File: config.mk
export PLATFORM = sky130hd
export DESIGN_NAME = pc_sequencer
export DESIGN_NICKNAME = d
export VERILOG_FILES = /design/src/rtl/pc_seq_pkg.sv /design/src/rtl/pc_target_sel.sv /design/src/rtl/pc_sequencer.sv
export SDC_FILE = /design/constraint.sdc
export NUM_CORES = 1
export LEC_CHECK = 0
export ABC_AREA = 1
export CORE_UTILIZATION = 35
export CTS_CLUSTER_SIZE = 16
export DETAILED_ROUTE_END_ITERATION = 7
export DONT_BUFFER_PORTS = 1
export GPL_TIMING_DRIVEN = 0
export MAX_ROUTING_LAYER = met4
export PLACE_DENSITY = 0.54
export SLEW_MARGIN = 20
export SYNTH_ARGS = -nofsm -noshare
export SYNTH_HDL_FRONTEND = slang
export SYNTH_SLANG_ARGS = --single-unit
File: constraint.sdc
create_clock -name clk -period 1.9 [get_ports clk]
set_input_delay 0.19 -clock clk [delete_from_list [all_inputs] [get_ports clk]]
set_output_delay 0.19 -clock clk [all_outputs]
set_load 0.02 [all_outputs]
File: src/rtl/pc_seq_pkg.sv
// rtl/pc_seq_pkg.sv - shared types and default constants for the PC sequencer
package pc_seq_pkg;

  typedef enum logic [1:0] {
    ST_RUN,
    ST_STALL,
    ST_FLUSH,
    ST_HALT
  } pc_state_e;

  typedef enum logic [1:0] {
    SRC_NONE,
    SRC_JMP,
    SRC_BR,
    SRC_EXC
  } redir_src_e;

  localparam logic [31:0] RESET_PC_DEF   = 32'h0000_0000;
  localparam logic [31:0] EXC_VECTOR_DEF = 32'h0000_0400;

endpackage

File: src/rtl/pc_target_sel.sv
// rtl/pc_target_sel.sv - priority select of next PC and redirect source
module pc_target_sel
  import pc_seq_pkg::*;
(
  input  logic        exc,
  input  logic [31:0] exc_target,
  input  logic        br,
  input  logic [31:0] br_target,
  input  logic        jmp,
  input  logic [31:0] jmp_target,
  input  logic [31:0] pc_plus1,
  output logic [31:0] next_pc,
  output redir_src_e  src
);

  // Older instruction wins: exception, then execute-stage branch, then decode jump.
  always_comb begin
    next_pc = pc_plus1;
    src     = SRC_NONE;
    if (exc) begin
      next_pc = exc_target;
      src     = SRC_EXC;
    end else if (br) begin
      next_pc = br_target;
      src     = SRC_BR;
    end else if (jmp) begin
      next_pc = jmp_target;
      src     = SRC_JMP;
    end
  end

endmodule

File: src/rtl/pc_sequencer.sv
// rtl/pc_sequencer.sv - program counter FSM with stall, redirect buffering and flush window
// Optional exception support (exc/epc ports) is built when PC_EXCEPTION_EN is defined.
module pc_sequencer
  import pc_seq_pkg::*;
#(
  parameter logic [31:0] RESET_PC     = RESET_PC_DEF,
  parameter int          FLUSH_CYCLES = 2,
  parameter logic [31:0] EXC_VECTOR   = EXC_VECTOR_DEF
) (
  input  logic        clk,
  input  logic        reset,
  input  logic        stall,
  input  logic        halt,
  input  logic        br_taken,
  input  logic [31:0] br_target,
  input  logic        jmp_valid,
  input  logic [31:0] jmp_target,
`ifdef PC_EXCEPTION_EN
  input  logic        exc,
  output logic [31:0] epc,
`endif
  output logic [31:0] pc_out,
  output logic [31:0] pc_plus1,
  output logic        fetch_valid,
  output logic        flush
);

  pc_state_e   state;
  logic [1:0]  cnt;
  logic        pend_valid;
  logic        pend_is_br;
  logic [31:0] pend_target;
  logic        exc_req;
  logic        eff_br;
  logic        eff_jmp;
  logic [31:0] eff_br_target;
  logic [31:0] eff_jmp_target;
  logic [31:0] sel_pc;
  redir_src_e  sel_src;
  logic        hold_redirect;

`ifdef PC_EXCEPTION_EN
  assign exc_req = exc;
`else
  assign exc_req = 1'b0;
`endif

  assign pc_plus1 = pc_out + 32'd1;

  // A buffered redirect is merged with live requests so both go through one priority select.
  assign eff_br         = br_taken | (pend_valid & pend_is_br);
  assign eff_br_target  = br_taken ? br_target : pend_target;
  assign eff_jmp        = jmp_valid | (pend_valid & ~pend_is_br);
  assign eff_jmp_target = jmp_valid ? jmp_target : pend_target;

  pc_target_sel u_sel (
    .exc        (exc_req),
    .exc_target (EXC_VECTOR),
    .br         (eff_br),
    .br_target  (eff_br_target),
    .jmp        (eff_jmp),
    .jmp_target (eff_jmp_target),
    .pc_plus1   (pc_plus1),
    .next_pc    (sel_pc),
    .src        (sel_src)
  );

  assign hold_redirect = (state == ST_STALL) && stall && (sel_src != SRC_EXC);

  always_ff @(posedge clk) begin
    if (reset) begin
      pc_out      <= RESET_PC;
      state       <= ST_RUN;
      flush       <= 1'b0;
      fetch_valid <= 1'b0;
      cnt         <= 2'd0;
      pend_valid  <= 1'b0;
      pend_is_br  <= 1'b0;
      pend_target <= 32'd0;
`ifdef PC_EXCEPTION_EN
      epc         <= 32'd0;
`endif
    end else if (state != ST_HALT) begin
      if (sel_src != SRC_NONE && !hold_redirect) begin
        pc_out      <= sel_pc;
        state       <= ST_FLUSH;
        cnt         <= 2'(FLUSH_CYCLES);
        flush       <= 1'b1;
        fetch_valid <= 1'b1;
        pend_valid  <= 1'b0;
`ifdef PC_EXCEPTION_EN
        if (sel_src == SRC_EXC) epc <= pc_out;
`endif
      end else begin
        case (state)
          ST_RUN: begin
            if (halt) begin
              state       <= ST_HALT;
              fetch_valid <= 1'b0;
            end else if (stall) begin
              state       <= ST_STALL;
              fetch_valid <= 1'b0;
            end else if (fetch_valid) begin
              pc_out <= pc_plus1;
            end else begin
              // First cycle after reset fetches RESET_PC itself.
              fetch_valid <= 1'b1;
            end
          end
          ST_STALL: begin
            if (stall) begin
              if (br_taken) begin
                pend_valid  <= 1'b1;
                pend_is_br  <= 1'b1;
                pend_target <= br_target;
              end else if (jmp_valid && !(pend_valid && pend_is_br)) begin
                pend_valid  <= 1'b1;
                pend_is_br  <= 1'b0;
                pend_target <= jmp_target;
              end
            end else begin
              state       <= ST_RUN;
              fetch_valid <= 1'b1;
            end
          end
          ST_FLUSH: begin
            if (halt) begin
              state       <= ST_HALT;
              flush       <= 1'b0;
              fetch_valid <= 1'b0;
            end else if (!stall) begin
              pc_out <= pc_plus1;
              if (cnt == 2'd1) begin
                state <= ST_RUN;
                flush <= 1'b0;
              end else begin
                cnt <= cnt - 2'd1;
              end
            end
          end
          default: ;
        endcase
      end
    end
  end

endmodule

==> impl_metrics.ini <==
[status]
status = complete, but fails checks
violations = setup timing

[power]
peakVddDrop_v = 0.000397
power.density_nw_per_um2 = 805
p_leak_uw = 0.00262

[drt]
via_per_inst = 5.31
dr.first_iter.drc_count = 404
drt.antenna.violating_nets = 0
dr.pass1.iters = 6
wirelength_um = 19300
wire_per_inst_um = 17.7
vias = 5802
drc = 0

[sta]
finalSetupViolCount = 22
maxClockFrequency_ghz = 0.493
worst_pin_slew_ns = 0.604
max_slew_margin = 0.594
rsz0062_at_grt = true
fin_skew_ns = 0.00467
fin_crit_sh = 1.07
slew_violations = 0
whs_ns = 0.119
timing.setup.tns_ns = -1.73
period_minus_slack_ns = 2.03
setup_ws_ns = -0.127
finalHoldViolations = 0

[synthesis]
ys_top_cells_by_count = 279 x nand2_1, 108 x o21ai_0, 86 x nor2_1
yosysWarnings = 0
synth_top_cell_by_area = dfxtp_1
yosys.cell_count.top_type = nand2_1
netlist.area_leader.share = 0.278
synthFlopType = dfxtp_1
synth-seq-cells = 72
syn_nets = 956
synth-edff-count = 0
async_reset_ff_frac = 0
synth_area_leaders = dfxtp_1 28%, nand2_1 20%, o21ai_0 10%
syn-cell-area_um2 = 5180
yosysSeqAreaShare = 0.278
synth.distinct_cells = 31
syn_inst = 880
syn_area_per_cell_um2 = 5.88

[cts]
clkTransAtPathRegs_ns = 0.06
root_buffer = clkbuf_16
cts_tree = built
clockBufferDepth = 2
clock_latency_ns = 0.35
htreeDepth = 3
cts_num_sinks = 72
numCtsBuffers = 9

[floorplan]
die_h_um = 124
rows = 44
io_pins = 136
start_util = 0.358
die_w_um = 124
core_um2 = 14500
fp.dieArea_um2 = 15300

[grt]
grt_use_met3 = 0.0788
grt_usage = 0.266
antenna_found_initial = 0
met2_usage = 0.393
grt_pass1_wl_um = 29400
grt_max_degree = 13
grt_pass1_vias = 5384
met1_usage = 0.354
busiest_layer = met2
gr-total-overflow = 0

[finish]
area_delta_synth_final_pct = 25.1
final_nets = 980
fillers = 1583
regArea_um2 = 1530
multi_input_area_um2 = 3650
final_layout_size_suffix_gt1_frac = 0.197
num_antenna_cells = 0

[critical_path]
critPathKind = flip-flop to output port
startpoint_type = flip-flop
critPathRequiredTime_ns = 1.71
slowest_delay_ns = 0.43
crit_buf_inv = 2
path_max_fanout = 7
crit_top_cell = nor2_4
worst_ep_arrival_time_ns = 1.84
cpMaxStageDelayCell = dfxtp_4
cp_top_family = simple AND/OR/NAND/NOR gates
crit_chain = clkinvlp_4 -> nor2_4 -> nand2_2 -> nor2_4 -> buf_12 -> a21o_1 -> and2_4
setup.worst_path.end_class = output port

[place]
io_buffers = 0
gp_congestion = 0.911
hpwl_um = 14600

[hold_path]
hold_path_class = primary input to flip-flop

[flow_run]
drv_cap = 0
-- power breakdown --
| group | internal [µW] | leakage (µW) | total (µW) | switching, µW |
|---|---|---|---|---|
| registers | 1650 | 0.000606 | 1970 | 313 |
| clock network | 1320 | 0.000170 | 2040 | 716 |
| logic | 409 | 0.00184 | 1210 | 800 |
-- timing repair --
action	in CTS	in global routing
resized for setup	116	77
hold endpoints to repair	3	0
buffers inserted	6	6
hold buffers	1	0
setup endpoints to repair	81	92
pin swaps	15	13
-- area by class of cell --
cell class,instances,area share
buffer,45,0.0404
clock buffer,11,0.0375
clock inverter,5,0.0160
inverter,85,0.0510
multi-input combinational,678,0.563
sequential,72,0.237
tap,184,0.0356
timing repair buffer,13,0.0199
-- placed cells by master, fill, tap and decap left out, types with 6 or more instances in the layout --
cell type    n
nand2_1    253
o21ai_0    106
a21oi_1     83
inv_1       75
nor2_1      69
dfxtp_1     42
nand3_1     27
nand2_2     21
dfxtp_4     21
clkbuf_1    16
o211ai_1    15
nor2_4      12
nor2_2      11
buf_4       11
nand4_1      9
a21boi_0     9
clkbuf_16    9
dfxtp_2      9
nand2_4      8
buf_6        8
inv_2        7
clkbuf_2     7
buf_2        7
nand3b_1     6
-- kinds of logic after synthesis --
family / count (synthesis) / synth area share
compound gates: 227 / 0.237
buf+inv: 130 / 0.103
simple gates: 430 / 0.342
flops: 72 / 0.278
xor+xnor: 15 / 0.0254
fa+ha+maj: 6 / 0.0145
-- tightest hold or removal path: cells and delay by family --
family             cells  cell delay (ns)
AOI/OAI and AO/OA      1             0.05
and+or+nand+nor        4             0.18
-- worst paths after layout --
check / slack [ns] / from / end / depth (start not counted)
max: -0.13 / pc_out[0] / pc_plus1[23] / 7
min: 0.12 / halt / flush / 5
max reg2reg: 0.08 / state[1] / pc_out[7] / 9
min reg2reg: 0.46 / pend_target[28] / pend_target[28] / 2
-- registers in the layout, summed over array words and instances, names as in the netlist --
name         cells
pc_out          32
pend_valid       1
fetch_valid      1
state            2
pend_is_br       1
pend_target     32
cnt              2
flush            1
-- per-stage QoR --
stage / setup WS, ns / std cells / power, µW / instance area, µm² / utilization
5_1_grt: -0.208 / 1093 / 5450 / 6470 / 0.447
2_1_floorplan: 0.0648 / 880 / 2690 / 5190 / -
3_5_place_dp: -0.401 / 1064 / 3000 / 5420 / 0.374
4_1_cts: -0.124 / 1087 / 5150 / 6190 / 0.427
6_report: -0.127 / 1093 / 5210 / 6470 / 0.447
3_3_place_gp: -0.400 / 1064 / 3000 / 5420 / 0.374
-- per-layer routing --
layer	routed length [µm]	share of wire	up-vias
met1	8630	0.45	2645
li1	-	-	2909
met5	0	0	-
met3	1890	0.098	12
met4	222	0.011	0
met2	8580	0.44	236
Power figures use the tool's default switching activity.
